--- config.mk ---
export PLATFORM = sky130hd
export DESIGN_NAME = main_vc_sched_flat
export DESIGN_NICKNAME = d
export VERILOG_FILES = /design/src/rtl/main_vc_sched_if.sv /design/src/rtl/main_vc_sched.sv /design/src/flat_wrapper.sv
export SDC_FILE = /design/constraint.sdc
export NUM_CORES = 1
export LEC_CHECK = 0
export CAP_MARGIN = 0
export CORE_AREA = 2 2 44 46
export CTS_BUF_LIST = sky130_fd_sc_hd__clkbuf_4 sky130_fd_sc_hd__clkbuf_8 sky130_fd_sc_hd__clkbuf_16
export DETAILED_ROUTE_END_ITERATION = 8
export DIE_AREA = 0 0 46 48
export PLACE_DENSITY = 0.86
export SETUP_SLACK_MARGIN = 0.3
export SYNTH_ARGS = -nofsm -noshare
export SYNTH_HDL_FRONTEND = slang
export SYNTH_SLANG_ARGS = --single-unit
--- constraint.sdc ---
create_clock -name clk -period 2.73 [get_ports clk]
set_input_delay 0.6825 -clock clk [delete_from_list [all_inputs] [get_ports clk]]
set_output_delay 0.6825 -clock clk [all_outputs]
set_load 0.05 [all_outputs]
--- src/rtl/main_vc_sched_if.sv ---
// Signal bundle between the VC scheduler, the Main FIFO read port and the
// two VC FIFO write ports. The scheduler takes the master side.
interface main_vc_sched_if #(
  parameter int BW = 6,
  parameter int TW = 3
);
  logic          init;
  logic [TW-1:0] umbral_main_in;
  logic [TW-1:0] umbral_vc_in;
  logic          main_empty;
  logic [BW-1:0] main_data_out;
  logic          main_error;
  logic          vc0_almost_full;
  logic          vc1_almost_full;
  logic          vc0_error;
  logic          vc1_error;

  logic          main_rd;
  logic          vc0_wr;
  logic          vc1_wr;
  logic [BW-1:0] vc_data;
  logic [TW-1:0] umbral_main_out;
  logic [TW-1:0] umbral_vc_out;
  logic [2:0]    state;
  logic          idle;
  logic          error_out;

  modport master (
    input  init, umbral_main_in, umbral_vc_in, main_empty, main_data_out,
           main_error, vc0_almost_full, vc1_almost_full, vc0_error, vc1_error,
    output main_rd, vc0_wr, vc1_wr, vc_data, umbral_main_out, umbral_vc_out,
           state, idle, error_out
  );

  modport slave (
    output init, umbral_main_in, umbral_vc_in, main_empty, main_data_out,
           main_error, vc0_almost_full, vc1_almost_full, vc0_error, vc1_error,
    input  main_rd, vc0_wr, vc1_wr, vc_data, umbral_main_out, umbral_vc_out,
           state, idle, error_out
  );
endinterface

--- src/rtl/main_vc_sched.sv ---
// QoS datapath controller: loads FIFO thresholds, drains the Main FIFO and
// steers each word to VC0/VC1 by its class bit under VC backpressure.
//
// state  | meaning
// -------+---------------------------------------------------------------
// RESET  | just out of reset; always moves to INIT
// INIT   | thresholds track their inputs; leaves when init drops
// IDLE   | thresholds held; waits for Main FIFO data or a re-init request
// ACTIVE | issuing reads; returns to IDLE once empty with nothing in flight
// ERROR  | sticky after any FIFO error; in-flight word dropped; reset only
module main_vc_sched #(
  parameter int BW      = 6,
  parameter int TW      = 3,
  parameter int CLS_BIT = 5
) (
  input  logic             clk,
  input  logic             reset,
  main_vc_sched_if.master  bus
);

  typedef enum logic [2:0] {
    S_RESET  = 3'd0,
    S_INIT   = 3'd1,
    S_IDLE   = 3'd2,
    S_ACTIVE = 3'd3,
    S_ERROR  = 3'd4
  } state_e;

  state_e        state_q, state_d;
  logic          pending_q, pending_d;
  logic [TW-1:0] umbral_main_q, umbral_main_d;
  logic [TW-1:0] umbral_vc_q, umbral_vc_d;
  logic          any_error;
  logic          rd_issue;
  logic          cls;

  assign any_error = bus.main_error | bus.vc0_error | bus.vc1_error;
  assign cls       = bus.main_data_out[CLS_BIT];

  // Both almost-full flags gate the read: the class is only known once the
  // word comes back, so either VC may be the destination.
  assign rd_issue = (state_q == S_ACTIVE) & ~bus.main_empty &
                    ~bus.vc0_almost_full & ~bus.vc1_almost_full & ~bus.init;

  // State, in-flight flag and threshold registers.
  always_ff @(posedge clk) begin
    if (reset) begin
      state_q       <= S_RESET;
      pending_q     <= 1'b0;
      umbral_main_q <= '0;
      umbral_vc_q   <= '0;
    end else begin
      state_q       <= state_d;
      pending_q     <= pending_d;
      umbral_main_q <= umbral_main_d;
      umbral_vc_q   <= umbral_vc_d;
    end
  end

  // Next state and threshold capture; errors win over every other transition.
  always_comb begin
    state_d       = state_q;
    umbral_main_d = umbral_main_q;
    umbral_vc_d   = umbral_vc_q;
    pending_d     = rd_issue;
    if (state_q == S_INIT) begin
      umbral_main_d = bus.umbral_main_in;
      umbral_vc_d   = bus.umbral_vc_in;
    end
    if (state_q == S_RESET) begin
      state_d = S_INIT;
    end else if (any_error) begin
      state_d = S_ERROR;
    end else begin
      unique case (state_q)
        S_INIT:   if (!bus.init) state_d = S_IDLE;
        S_IDLE: begin
          if (bus.init)             state_d = S_INIT;
          else if (!bus.main_empty) state_d = S_ACTIVE;
        end
        S_ACTIVE: begin
          if (bus.init)                           state_d = S_INIT;
          else if (bus.main_empty && !pending_q)  state_d = S_IDLE;
        end
        S_ERROR:  state_d = S_ERROR;
        default:  state_d = S_ERROR;
      endcase
    end
  end

  // Outputs; reset forces everything low at once so an in-flight word never
  // reaches a VC FIFO during reset.
  always_comb begin
    bus.main_rd         = 1'b0;
    bus.vc0_wr          = 1'b0;
    bus.vc1_wr          = 1'b0;
    bus.vc_data         = '0;
    bus.umbral_main_out = '0;
    bus.umbral_vc_out   = '0;
    bus.state           = S_RESET;
    bus.idle            = 1'b0;
    bus.error_out       = 1'b0;
    if (!reset) begin
      bus.main_rd         = rd_issue;
      bus.vc0_wr          = pending_q & ~cls & (state_q != S_ERROR);
      bus.vc1_wr          = pending_q &  cls & (state_q != S_ERROR);
      bus.vc_data         = bus.main_data_out;
      bus.umbral_main_out = umbral_main_q;
      bus.umbral_vc_out   = umbral_vc_q;
      bus.state           = state_q;
      bus.idle            = (state_q == S_IDLE);
      bus.error_out       = (state_q == S_ERROR);
    end
  end

endmodule

--- src/flat_wrapper.sv ---
// flat-port wrapper written by rule: the top's interface ports become plain ports
module main_vc_sched_flat 
#(
  parameter int BW      = 6,
  parameter int TW      = 3,
  parameter int CLS_BIT = 5
)
  (clk, reset, bus_init, bus_umbral_main_in, bus_umbral_vc_in, bus_main_empty, bus_main_data_out, bus_main_error, bus_vc0_almost_full, bus_vc1_almost_full, bus_vc0_error, bus_vc1_error, bus_main_rd, bus_vc0_wr, bus_vc1_wr, bus_vc_data, bus_umbral_main_out, bus_umbral_vc_out, bus_state, bus_idle, bus_error_out);
  main_vc_sched_if #(.BW(BW), .TW(TW)) bus_i ();
  input  logic clk;
  input  logic reset;
  input wire logic [$bits(bus_i.init)-1:0] bus_init;
  input wire logic [$bits(bus_i.umbral_main_in)-1:0] bus_umbral_main_in;
  input wire logic [$bits(bus_i.umbral_vc_in)-1:0] bus_umbral_vc_in;
  input wire logic [$bits(bus_i.main_empty)-1:0] bus_main_empty;
  input wire logic [$bits(bus_i.main_data_out)-1:0] bus_main_data_out;
  input wire logic [$bits(bus_i.main_error)-1:0] bus_main_error;
  input wire logic [$bits(bus_i.vc0_almost_full)-1:0] bus_vc0_almost_full;
  input wire logic [$bits(bus_i.vc1_almost_full)-1:0] bus_vc1_almost_full;
  input wire logic [$bits(bus_i.vc0_error)-1:0] bus_vc0_error;
  input wire logic [$bits(bus_i.vc1_error)-1:0] bus_vc1_error;
  output wire logic [$bits(bus_i.main_rd)-1:0] bus_main_rd;
  output wire logic [$bits(bus_i.vc0_wr)-1:0] bus_vc0_wr;
  output wire logic [$bits(bus_i.vc1_wr)-1:0] bus_vc1_wr;
  output wire logic [$bits(bus_i.vc_data)-1:0] bus_vc_data;
  output wire logic [$bits(bus_i.umbral_main_out)-1:0] bus_umbral_main_out;
  output wire logic [$bits(bus_i.umbral_vc_out)-1:0] bus_umbral_vc_out;
  output wire logic [$bits(bus_i.state)-1:0] bus_state;
  output wire logic [$bits(bus_i.idle)-1:0] bus_idle;
  output wire logic [$bits(bus_i.error_out)-1:0] bus_error_out;
  assign bus_i.init = bus_init;
  assign bus_i.umbral_main_in = bus_umbral_main_in;
  assign bus_i.umbral_vc_in = bus_umbral_vc_in;
  assign bus_i.main_empty = bus_main_empty;
  assign bus_i.main_data_out = bus_main_data_out;
  assign bus_i.main_error = bus_main_error;
  assign bus_i.vc0_almost_full = bus_vc0_almost_full;
  assign bus_i.vc1_almost_full = bus_vc1_almost_full;
  assign bus_i.vc0_error = bus_vc0_error;
  assign bus_i.vc1_error = bus_vc1_error;
  assign bus_main_rd = bus_i.main_rd;
  assign bus_vc0_wr = bus_i.vc0_wr;
  assign bus_vc1_wr = bus_i.vc1_wr;
  assign bus_vc_data = bus_i.vc_data;
  assign bus_umbral_main_out = bus_i.umbral_main_out;
  assign bus_umbral_vc_out = bus_i.umbral_vc_out;
  assign bus_state = bus_i.state;
  assign bus_idle = bus_i.idle;
  assign bus_error_out = bus_i.error_out;
  main_vc_sched #(.BW(BW), .TW(TW), .CLS_BIT(CLS_BIT)) u_core (.clk(clk), .reset(reset), .bus(bus_i));
endmodule
Yosys cells after proc, flatten, opt, wreduce, memory -nomap -nowiden
Index checks and enable logic that the tools add are counted.
Operators by class
  mux-type cells: 17
  reductions and logical operators: 8
  equal/unequal tests: 14
  bitwise gates (word level): 15
Operators by type and width (number)
  two-way mux 3 bit: 9
  != test 4 x 3 -> 1 bit (second input constant): 3
  != test 3 bit (second input constant): 3
  one-hot mux 3 bit (3 select lines): 1
  AND reduction 3 bit: 3
  AND 1 bit: 8
  equality test 3 x 2 -> 1 bit (second input constant): 2
  two-way mux 1 bit: 6
  two-way mux 6 bit: 1
  != test 5 x 3 -> 1 bit (second input constant): 1
  != test 5 x 4 -> 1 bit (second input constant): 1
  NOT 1 bit: 5
  equality test 3 x 1 -> 1 bit (second input constant): 1
  equality test 3 bit (second input constant): 1
  zero test 3 bit: 1
  != test 3 x 2 -> 1 bit (second input constant): 1
  OR reduction 3 bit: 1
  != test 2 bit (second input constant): 1
  bitwise OR 1 bit: 2
  OR reduction 2 bit: 1
  logical AND 1 bit: 1
  zero test 1 bit: 1
Storage, ports and cells
  bits in registers: 10
  output and inout port bits: 20
  word-level logic and storage cells: 60
  bits of input ports: 21

Longest topological paths before layout
Gate-level depths: netlist of the first run.
  depth after elaboration: 7
  mapped depth: 5
  mapped depth without buffers: 3

Least setup slack after synthesis of the first run
No wires, ideal clock.
  path type: input to output
  from: input port reset
  to: output port bus_idle
  data arrival time: 2.502 ns
  data required time: 2.047 ns
  cell stages on the path: 2
  path slack: -0.454 ns
  cells stage by stage: clkbuf_1 > nor4b_1
On the way
  word-level cells in the longest chain between the ends: 1
RTL lines
  start: declaration: line flat_wrapper.sv:11  | input logic reset;
  two-way mux 1 bit: line main_vc_sched.sv:103  | if (!reset) begin
  end: declaration: line flat_wrapper.sv:29  | output wire logic [$bits(bus_i.idle)-1:0] bus_idle;
No other way between the ends.

Worst setup path after layout of the first run
  from: input port bus_vc0_almost_full
  to: output port bus_main_rd
On the way
  word-level cells in the longest chain between the ends: 5
RTL lines
  start: declaration: line flat_wrapper.sv:18  | input wire logic [$bits(bus_i.vc0_almost_full)-1:0] bus_vc0_almost_full;
  NOT 1 bit: line main_vc_sched.sv:43  | ~bus.vc0_almost_full & ~bus.vc1_almost_full & ~bus.init;
  AND 1 bit: line main_vc_sched.sv:42  | assign rd_issue = (state_q == S_ACTIVE) & ~bus.main_empty &
  AND 1 bit (2 in a row): line main_vc_sched.sv:43
  two-way mux 1 bit: line main_vc_sched.sv:103
  end: declaration: line flat_wrapper.sv:22  | output wire logic [$bits(bus_i.main_rd)-1:0] bus_main_rd;
No other way between the ends.

==> impl_metrics.json, run 1 <==
{
  "grt_setup_unrepaired": "no",
  "wl_met1_um": 663,
  "yosys_warnings": 0,
  "p_leak_nw": 0.495,
  "post_drt_wl_per_cell_um": 15.3,
  "internal_power_w": 0.000372,
  "synth_seq_cells": 10,
  "synth_top_area_cell": "dfxtp_1",
  "drc": 0,
  "worstMarginPinSlew_ns": 0.411,
  "hold_buffers": 0,
  "synth_cells": 57,
  "min_period_ns": 2.32,
  "avgSynthCellArea_um2": 9.92,
  "critical_path.startpoint_type": "input pin",
  "grt_pass1_wl_mm": 2.89,
  "cts.path.max_buffers": 2,
  "pwr-share-comb_pct": 44.1,
  "synth_edf_count": 0,
  "cp-end-kind": "output pin",
  "synth_most_common_cell": "nor2b_1",
  "vias_per_cell": 5.07,
  "place.detailed.hpwl_mm": 1.50,
  "maxSlewViolCount": 0,
  "clock_latency_ns": 0.26,
  "finalWeightedCongestion": 0.851,
  "clkSinkCount": 10,
  "netlist_area_um2": 566,
  "drive_gt1_share_pct": 45.0,
  "power_density_nw_per_um2": 441,
  "antennaDiodeCount": 0,
  "numPortBuffers": 40,
  "ys_types": 25,
  "arrival_ns": 1.64,
  "grt_max_degree": 14,
  "fmax_ghz": 0.431,
  "area_delta_synth_final_pct": 123,
  "seqPwrFrac_pct": 32.3,
  "worstHoldPathType": "reg -> reg",
  "grt_antenna_before_repair": 0,
  "irDropWorstVdd_v": 0.000396,
  "period_share_pct": 85.1,
  "first_pass_iters": 3,
  "clk_pin_slew_worst_paths_ns": 0.06,
  "htreeDepth": 1,
  "setup-tns-final_ns": 0,
  "root_buffer": "clkbuf_4",
  "finClkSkew_ns": 0.000526,
  "dieHeight_um": 48,
  "vias": 593,
  "fin_nets": 122,
  "ys.flop_type": "dfxtp_1",
  "synthArstFlopShare_pct": 0,
  "dr_wl_met3_um": 168,
  "setup_viol": 0,
  "start_util_pct": 33.5,
  "power_w": 0.000556,
  "p_sw_w": 0.000184,
  "final_cell_area_um2": 1260,
  "r2r_slack_ns": 1.27,
  "clkPwrFrac_pct": 23.6,
  "cts_buffers": 3,
  "maxCapViolCount": 0,
  "top_layer": "met4",
  "seq_area_frac_synth_pct": 35.4,
  "core_area_um2": 1690,
  "cts_tree": "yes",
  "final_util_pct": 74.7,
  "finalHoldViolCount": 0,
  "synth_nets": 78,
  "synth_area_leaders": "dfxtp_1 (35%), nor2b_1 (17%), o22a_2 (5.3%)",
  "swShare_pct": 33.1,
  "die_x_um": 46,
  "required_ns": 2.05,
  "place_area_um2": 1190,
  "path_class": "in -> out",
  "fill_cells": 126,
  "status": "finished clean",
  "fp-row-count": 15,
  "cp_max_fo": 2,
  "overflow": 0,
  "num_io_pins": 41,
  "whs_ns": 0.651,
  "slew_headroom_pct": 72.6,
  "drt_wl_total_mm": 1.80,
  "drtIter0Drc": 2,
  "ys_top_cells_by_count": "nor2b_1 (15), dfxtp_1 (10), nor2_1 (3), o22a_1 (3), o22a_2 (3)",
  "die-area_um2": 2210,
  "grt_pass1_vias": 618,
  "routed-wl-met2_um": 935,
  "drtAntennaViolNets": 0,
  "track_usage_pct": 19.0,
  "netlist.area_leader.share_pct": 35.4
}
## metrics by stage
stage / instances / setup slack, ns
after detailed placement: 112 / 0.132
after global routing: 117 / 0.367
final: 117 / 0.407
after global placement: 112 / 0.180
after CTS: 117 / 0.407
after floorplan: 57 / 0.219
## worst max-delay path, stage by stage
cell,delay [ns]
clkdlybuf4s50_1,0.40
nor2_1,0.09
nand4_1,0.11
nor2_2,0.20
buf_12,0.16
## worst paths after layout
check	start	to	cells past startpoint
worst max register to register	u_core.state_q[0]	u_core.umbral_main_q[0]	3
worst min-delay path	u_core.umbral_vc_q[0]	u_core.umbral_vc_q[0]	2
worst max-delay path	bus_vc0_almost_full	bus_main_rd	5
worst min register to register	u_core.umbral_vc_q[0]	u_core.umbral_vc_q[0]	2
## layout by cell type, fill, tap and decap left out, drive strengths merged
master	n
nor3b	2
nor4b	1
and2	1
nand4bb	1
nor2b	16
or3b	1
clkbuf	4
o21bai	1
a21bo	1
inv	1
dlygate4sd2	3
nand3b	1
o211ai	1
o21ba	1
nand4	1
buf	23
clkdlybuf4s50	17
dfxtp	10
a2111oi	1
nor2	4
nor3	2
o22a	6
or3	1
## layout make-up
class                           instances  area, µm²  area share (%)
Sequential cell                        10        200            15.9
Inverter                                1       3.75           0.297
Timing Repair Buffer                   43        623            49.4
Tap cell                               17       21.3            1.68
Multi-Input combinational cell         42        378            29.9
Clock buffer                            4       36.3            2.87
## kinds of logic (layout without fill, tap and decap cells)
group                  Yosys count  in the layout  share of synthesized area, %
AOI/OAI and AO/OA               11             11                          18.8
buffers and inverters            5             48                          6.19
DFF                             10             10                          35.4
and+or+nand+nor                 31             31                          39.6
## repair_timing
item	CTS	global route
setup buffers	1	0
resized for setup	10	0
endpoints found under the setup margin	11	0
## flip-flops by register name, summed over array words and instances (netlist names)
signal,flops
u_core.umbral_main_q,3
u_core.pending_q,1
u_core.state_q,3
u_core.umbral_vc_q,3
## power by group through the flow
stage | sequential [W] | combinational [W] | clock (W)
after CTS | 0.000180 | 0.000248 | 0.000136
after detailed placement | 0.000181 | 0.000243 | 0
after global routing | 0.000183 | 0.000258 | 0.000141
final | 0.000180 | 0.000245 | 0.000131
after floorplan | 0.000174 | 0.000137 | 0
after global placement | 0.000180 | 0.000236 | 0
## per-layer routing
layer / GRT usage, % / vias to the layer above
met5: 0 / -
met4: 8.57 / 0
met3: 4.53 / 4
met2: 34.7 / 33
met1: 20.6 / 267
li1: - / 289
Power figures use the tool's default switching activity.
==> run 2: changes to the inputs <==
CORE_AREA = 2 2 54 43   (was 2 2 44 46)
DIE_AREA = 0 0 56 45   (was 0 0 46 48)
PLACE_DENSITY = 0.78   (was 0.86)
SLEW_MARGIN = 20   (was default)
==> impl_metrics.json, run 2 (same netlist as run 1, synthesis figures left out) <==
{
  "worstMarginPinSlew_ns": 0.392,
  "final_cell_area_um2": 1260,
  "hold_buffers": 0,
  "maxSlewViolCount": 0,
  "finalHoldViolCount": 0,
  "status": "finished clean",
  "area_delta_synth_final_pct": 123,
  "fin_nets": 121,
  "slew_headroom_pct": 73.8,
  "post_drt_wl_per_cell_um": 13.7,
  "numPortBuffers": 40,
  "core_area_um2": 1960,
  "grt_pass1_wl_mm": 2.65,
  "dieHeight_um": 45,
  "first_pass_iters": 4,
  "maxCapViolCount": 0,
  "grt_setup_unrepaired": "no",
  "cts_tree": "yes",
  "drive_gt1_share_pct": 41.4,
  "clock_latency_ns": 0.26,
  "clkSinkCount": 10,
  "r2r_start": "u_core.state_q[2]",
  "cts.path.max_buffers": 2,
  "layout_commonest_cell": "buf_12",
  "min_period_ns": 2.36,
  "largest_registers": "u_core.state_q x3, u_core.umbral_main_q x3, u_core.umbral_vc_q x3",
  "fill_cells": 151,
  "r2r_cells": 3,
  "antennaDiodeCount": 0,
  "place.detailed.hpwl_mm": 1.28,
  "cts_setup_buffers": 0,
  "crit_end": "bus_error_out",
  "start_util_pct": 28.8,
  "setup_viol": 0,
  "cp-end-kind": "output pin",
  "required_ns": 2.05,
  "vias": 568,
  "period_share_pct": 86.5,
  "final_cell_mix": "buf_12 (21), clkdlybuf4s50_1 (17), nor2b_1 (14), dfxtp_1 (10)",
  "path_class": "in -> out",
  "die_x_um": 56,
  "arrival_ns": 1.68,
  "drtAntennaViolNets": 0,
  "irDropWorstVdd_v": 0.000279,
  "die-area_um2": 2520,
  "grt_antenna_before_repair": 0,
  "finalWeightedCongestion": 0.681,
  "vias_per_cell": 4.62,
  "num_io_pins": 41,
  "cts_buffers": 3,
  "p_leak_nw": 0.504,
  "critical_path.startpoint_type": "input pin",
  "drt_wl_total_mm": 1.68,
  "grt_max_degree": 19,
  "r2r_slack_ns": 1.32,
  "final-seq-area_um2": 200,
  "power_density_nw_per_um2": 441,
  "setup-tns-final_ns": 0,
  "htreeDepth": 1,
  "drtIter0Drc": 2,
  "root_buffer": "clkbuf_4",
  "fmax_ghz": 0.424,
  "startpoint": "reset",
  "worstHoldPathType": "reg -> reg",
  "grt_pass1_vias": 568,
  "track_usage_pct": 14.2,
  "cp_max_fo": 18,
  "clk_pin_slew_worst_paths_ns": 0.07,
  "fp-row-count": 14,
  "drc": 0,
  "reg2reg_to": "u_core.umbral_main_q[0]",
  "multi_input_area_um2": 357,
  "finClkSkew_ns": 0.00209,
  "overflow": 0,
  "place_area_um2": 1210
}
[run 2: cell types whose count changed in the layout (fill, tap and decap cells not counted), sizes merged]
cell / previous run / this run
dlygate4sd2: 3 / 1
dlymetal6s2s: 0 / 2
buf: 23 / 22
[run 2: worst min path at each step]
stage | startpoint | end | cells after the start
detailed placement | u_core.state_q[1] | u_core.pending_q | 2
global route | u_core.state_q[1] | u_core.pending_q | 2
CTS | u_core.state_q[1] | u_core.pending_q | 2
global placement | u_core.state_q[1] | u_core.pending_q | 2
floorplan | u_core.state_q[2] | u_core.state_q[0] | 2
finish | u_core.state_q[1] | u_core.pending_q | 2
[run 2: worst max-delay path, stage by stage]
cell and delay (ns):
dlygate4sd2_1 0.29, buf_12 0.18, nor2b_2 0.19, and2_1 0.20, buf_12 0.14
[run 2: through the flow]
step	total power (W)	utilization, %	instances	worst slack (ns)	hold WS, ns
2_1_floorplan	0.000311	-	57	0.219	0.505
3_3_place_gp	0.000419	61.9	119	0.130	0.571
3_5_place_dp	0.000423	61.9	119	0.135	0.592
4_1_cts	0.000559	63.9	123	0.309	0.601
5_1_grt	0.000581	64.2	123	0.301	0.642
6_report	0.000555	64.2	123	0.370	0.604
[run 2: timing repair]
action | CTS | global route
pin swaps | 0 | 4
resized for setup | 2 | 2
setup endpoints to repair | 13 | 1
[run 2: power by group]
part	switching, W	internal (W)
clock	0.0000534	0.0000809
sequential	0.0000130	0.000165
combinational	0.000118	0.000125
[run 2: area by class of cell]
type	count	area share (%)
multi-input combinational	42	28.3
timing repair buffer	42	50.2
sequential	10	15.9
tap	24	2.39
clock buffer	4	2.88
inverter	1	0.298
[run 2: metal layers]
| layer | global-route usage (%) | vias up | wire length (µm) |
|---|---|---|---|
| met1 | 15.1 | 262 | 638 |
| met3 | 3.15 | 4 | 64 |
| li1 | - | 286 | - |
| met4 | 10.0 | 0 | 44 |
| met5 | 0 | - | 0 |
| met2 | 25.9 | 16 | 935 |
==> run 3: changes to the inputs <==
ABC_CLOCK_PERIOD_IN_PS = 2730   (was default)
==> results of run 3 <==
No change in the layout: final DEF, timing and power equal those of run 2.
==> variant 1, RTL diff (flow settings as in run 2) <==
`TW` is set to 3 in 3 places; all go to 2.
--- a/src/rtl/main_vc_sched_if.sv
+++ b/src/rtl/main_vc_sched_if.sv
@@ -2,7 +2,7 @@
 // two VC FIFO write ports. The scheduler takes the master side.
 interface main_vc_sched_if #(
   parameter int BW = 6,
-  parameter int TW = 3
+  parameter int TW = 2
 );
   logic          init;
   logic [TW-1:0] umbral_main_in;
--- a/src/rtl/main_vc_sched.sv
+++ b/src/rtl/main_vc_sched.sv
@@ -10,7 +10,7 @@
 // ERROR  | sticky after any FIFO error; in-flight word dropped; reset only
 module main_vc_sched #(
   parameter int BW      = 6,
-  parameter int TW      = 3,
+  parameter int TW      = 2,
   parameter int CLS_BIT = 5
 ) (
   input  logic             clk,
--- a/src/flat_wrapper.sv
+++ b/src/flat_wrapper.sv
@@ -2,7 +2,7 @@
 module main_vc_sched_flat 
 #(
   parameter int BW      = 6,
-  parameter int TW      = 3,
+  parameter int TW      = 2,
   parameter int CLS_BIT = 5
 )
   (clk, reset, bus_init, bus_umbral_main_in, bus_umbral_vc_in, bus_main_empty, bus_main_data_out, bus_main_error, bus_vc0_almost_full, bus_vc1_almost_full, bus_vc0_error, bus_vc1_error, bus_main_rd, bus_vc0_wr, bus_vc1_wr, bus_vc_data, bus_umbral_main_out, bus_umbral_vc_out, bus_state, bus_idle, bus_error_out);
Interface: changed (resized bus_umbral_main_in, bus_umbral_main_out, bus_umbral_vc_in and bus_umbral_vc_out); port bits go from 41 to 37. No check against the original RTL was run, so the function may have changed too.
==> variant 1 against run 2 <==
  * Area after synthesis decreased by 23%
  * Worst setup slack lost 0.097 ns
  * Final area decreased by 14%
  * Critical endpoint is now bus_main_rd
  * Total power is 29% lower
  * Core utilization is 8.7 points lower
  * Global-route usage fell by 2.4 points
  * Sequential cell count fell by 2
  * Routed wire length fell by 13%
==> variant 1: results (changes against run 2) <==
stage;metric;value;unit;change
grt;Total GRT Usage;0.118;;-0.0243
clock_tree;clock sinks;8;;-2
pwr;PD cells;363;nW/um^2;-18%
placement;Area after DPL;1020;sq um;-16%
final_layout;largest registers;u_core.state_q x3, u_core.umbral_main_q x2, u_core.umbral_vc_q x2;;
setup_path;crit-path max FO;3;;-15
pwr;P_leak;0.431;nW;-15%
synth;Mean Syn Cell Area;8.54;sq um;-14%
final_layout;Storage cell area;160;sq um;-20%
grt;met1 Use GR;0.135;;-0.0158
synth;sequential area share after synthesis;0.368;;+0.0138
clock_tree;post_cts resized;10;;+8
placement;routability cong.;0.747;;+9.7%
grt;first-pass GRT wire length;2.24;mm;-15%
detailed_routing;routed via count;502;;-12%
final_layout;Final nets;110;;-9.1%
synth;complex-gate fraction of the synthesized area;0.0632;;-0.125
placement;detailed-placement wirelength estimate;1.13;mm;-11%
synth;commonest cells in the netlist;12 x nor2b_1, 8 x dfxtp_1, 8 x nor2_1, 4 x mux2i_1, 3 x nand2_1;;
final_layout;Plain + repair buffers;38;;-9.5%
synth;post-synthesis mux area share;0.0920;;+0.0920
run_status;status;finished, final reports clean;;
sta;Worst slew margin;0.760;;+0.0220
final_layout;buffering overhead;0.513;;+0.0112
detailed_routing;DR WL/cell;12.9;microns;-5.7%
synth;Yosys cell types;19;;-24%
final_layout;layout cells sized above 1;0.382;;-0.0321
synth;Post-Syn Nets;70;;-10%
variant 1: cell types whose count changed in the layout (fill, tap and decap cells not counted), moves of 2 or more:
| cell | change |
|---|---|
| o22a_2 | -3 |
| nor3_2 | -2 |
| clkdlybuf4s50_1 | -3 |
| nor2b_1 | -7 |
| mux2i_1 | +4 |
| buf_12 | -3 |
| nor2b_2 | +4 |
| dfxtp_1 | -2 |
| nand2_1 | +3 |
| o22a_1 | -3 |
| nor2_1 | +5 |
variant 1: critical path, cell delays in order:
cell and delay (ns):
clkdlybuf4s50_1 0.47, nor4_2 0.20, and4_4 0.28, buf_12 0.13
variant 1: path summary, 6_finish.rpt:
| kind | startpoint | slack [ns] | end | cells past startpoint |
|---|---|---|---|---|
| hold reg to reg | u_core.umbral_vc_q[0]$_SDFFE_PP0N_ | 0.49 | u_core.umbral_vc_q[0]$_SDFFE_PP0N_ | 2 |
| setup reg to reg | u_core.state_q[0]$_SDFFE_PP0P_ | 1.47 | u_core.umbral_main_q[0]$_SDFFE_PP0N_ | 3 |
| setup / recovery | bus_init | 0.27 | bus_main_rd | 4 |
| hold / removal | u_core.umbral_vc_q[0]$_SDFFE_PP0N_ | 0.49 | u_core.umbral_vc_q[0]$_SDFFE_PP0N_ | 2 |
variant 1: layer usage:
metal | part of all wire | vias to the layer above
met5 | 0 | -
met4 | 0 | 0
met3 | 0.083 | 0
li1 | - | 252
met1 | 0.39 | 224
met2 | 0.53 | 26
variant 1: power groups by stage:
stage               combinational (mW)  clock, mW  sequential [mW]
finish                           0.168     0.0895            0.137
global placement                 0.161          0            0.137
floorplan                       0.0797          0            0.136
CTS                              0.168     0.0953            0.137
global route                     0.177      0.100            0.139
detailed placement               0.163          0            0.138
==> variant 2, RTL diff (flow settings as in run 2) <==
Made on the original files. Make the reset (`reset`) asynchronous in one clocked block.
--- a/src/rtl/main_vc_sched.sv
+++ b/src/rtl/main_vc_sched.sv
@@ -43,7 +43,7 @@
                     ~bus.vc0_almost_full & ~bus.vc1_almost_full & ~bus.init;
 
   // State, in-flight flag and threshold registers.
-  always_ff @(posedge clk) begin
+  always_ff @(posedge clk or posedge reset) begin
     if (reset) begin
       state_q       <= S_RESET;
       pending_q     <= 1'b0;
Check against the original RTL: same outputs for any inputs over 10 cycles, from zero or initial values and one cycle with reset high; that may be too few to reach the edited logic, so the function may still have changed.
==> variant 2 against run 2 <==
  * Worst setup slack improved by 0.021 ns
  * Total power shrank 10%
  * Sequential cell count unchanged
  * Final area up 1.1%
  * Critical path depth fell by 2
  * Routed wire length is 17% lower
  * Sequential share of layout area increased by 3.8 points
  * Area after synthesis fell by 3.3%
  * Critical path type unchanged
==> variant 2: results (changes against run 2) <==
stage;metric;value;unit;change
synth;Post-Syn Nets;70;;-10%
final_layout;Final nets;115;;-5.0%
synth;commonest cells in the netlist;15 x nor2b_1, 10 x dfrtp_1, 6 x mux2_2;;
detailed_routing;Met2 Wirelength;634;microns;-32%
run_status;status;finished, final reports clean;;
setup_path;CP max stage delay;0.54;ns;+0.25 ns
synth;Yosys cell types;16;;-36%
detailed_routing;Highest Signal Layer;met3;;
detailed_routing;wirelength, routed;1.40;mm;-17%
detailed_routing;DR vias/cell;4.78;;+3.5%
sta;Worst slew margin;0.758;;+0.0195
grt;grt met2 use;0.202;;-0.0565
placement;Placement Setup Slack;0.139;ns;+0.00394 ns
synth;top_reg_cell synth;dfrtp_1;;
grt;vias in the first global route;550;;-3.2%
final_layout;layout cells sized above 1;0.441;;+0.0267
setup_path;Crit path arrival time;1.66;ns;-0.02 ns
placement;detailed-placement wirelength estimate;1.18;mm;-7.3%
grt;Total GRT Usage;0.122;;-0.0199
pwr;maximum VDD drop;0.422;mV;+51%
synth;FFs w/ async S/R, synth;1.00;;+1.00
synth;sequential area share after synthesis;0.458;;+0.104
synth;Synth area leaders;dfrtp_1 46%, nor2b_1 17%, mux2_2 12%;;
setup_path;CP max-delay cell;clkdlybuf4s50_1;;
placement;Area after DPL;1210;sq um;-0.41%
grt;largest net degree at the start of global routing;17;;-2
pwr;P_int;0.349;mW;-5.9%
detailed_routing;Starting DRT DRC Count;4;;+2
sta;clk_skew;0.000265;ns;-0.00182 ns
grt;met1 Use GR;0.161;;+0.0100
synth;Mean Syn Cell Area;11.2;sq um;+12%
## variant 2: kinds of logic (layout without fill, tap and decap cells)
logic type      count (synthesis)  count (layout)  share of synthesized area
simple gates                   27              27                      0.341
flops                          10              10                      0.458
mux                             6               6                      0.124
compound gates                  4               4                     0.0641
buf+inv                         2              46                     0.0137
## variant 2: critical path: cells and delay by family
| family | cells | cell delay, ns |
|---|---|---|
| simple gates | 1 | 0.26 |
| buf+inv | 2 | 0.71 |
## variant 2: final cells by class
type                       count  area [sq um]
fill                         157           689
tap                           24          30.0
timing repair buffer          41           618
sequential                    10           250
multi-input combinational     37           334
inverter                       1          3.75
clock buffer                   4          36.3
## variant 2: final timing paths
check,endpoint,depth (start not counted),slack (ns),start
min,u_core.umbral_main_q[1]$_DFFE_PP0N_,1,0.50,u_core.umbral_main_q[1]$_DFFE_PP0N_
max,bus_vc_data[5],3,0.39,bus_main_data_out[5]
min in group asynchronous,u_core.umbral_vc_q[1]$_DFFE_PP0N_,3,0.77,reset
min reg2reg,u_core.umbral_main_q[1]$_DFFE_PP0N_,1,0.50,u_core.umbral_main_q[1]$_DFFE_PP0N_
max reg2reg,u_core.umbral_main_q[2]$_DFFE_PP0N_,2,1.34,u_core.state_q[2]$_DFFE_PP0P_
max in group asynchronous,u_core.pending_q$_DFF_PP0_,3,1.71,reset
## variant 2: power by group through the flow
stage          combinational (mW)  clock, mW  sequential [mW]
4_1_cts                     0.198      0.136            0.173
2_1_floorplan              0.0903          0            0.173
3_3_place_gp                0.194          0            0.175
5_1_grt                     0.204      0.145            0.175
6_report                    0.195      0.131            0.173
3_5_place_dp                0.196          0            0.176
## variant 2: repair_timing
action	4_1_cts	5_1_grt
endpoints found under the setup margin	17	1
gates cloned	0	0
gates resized for setup	5	3
hold endpoints to repair	0	0
pin swaps	2	2
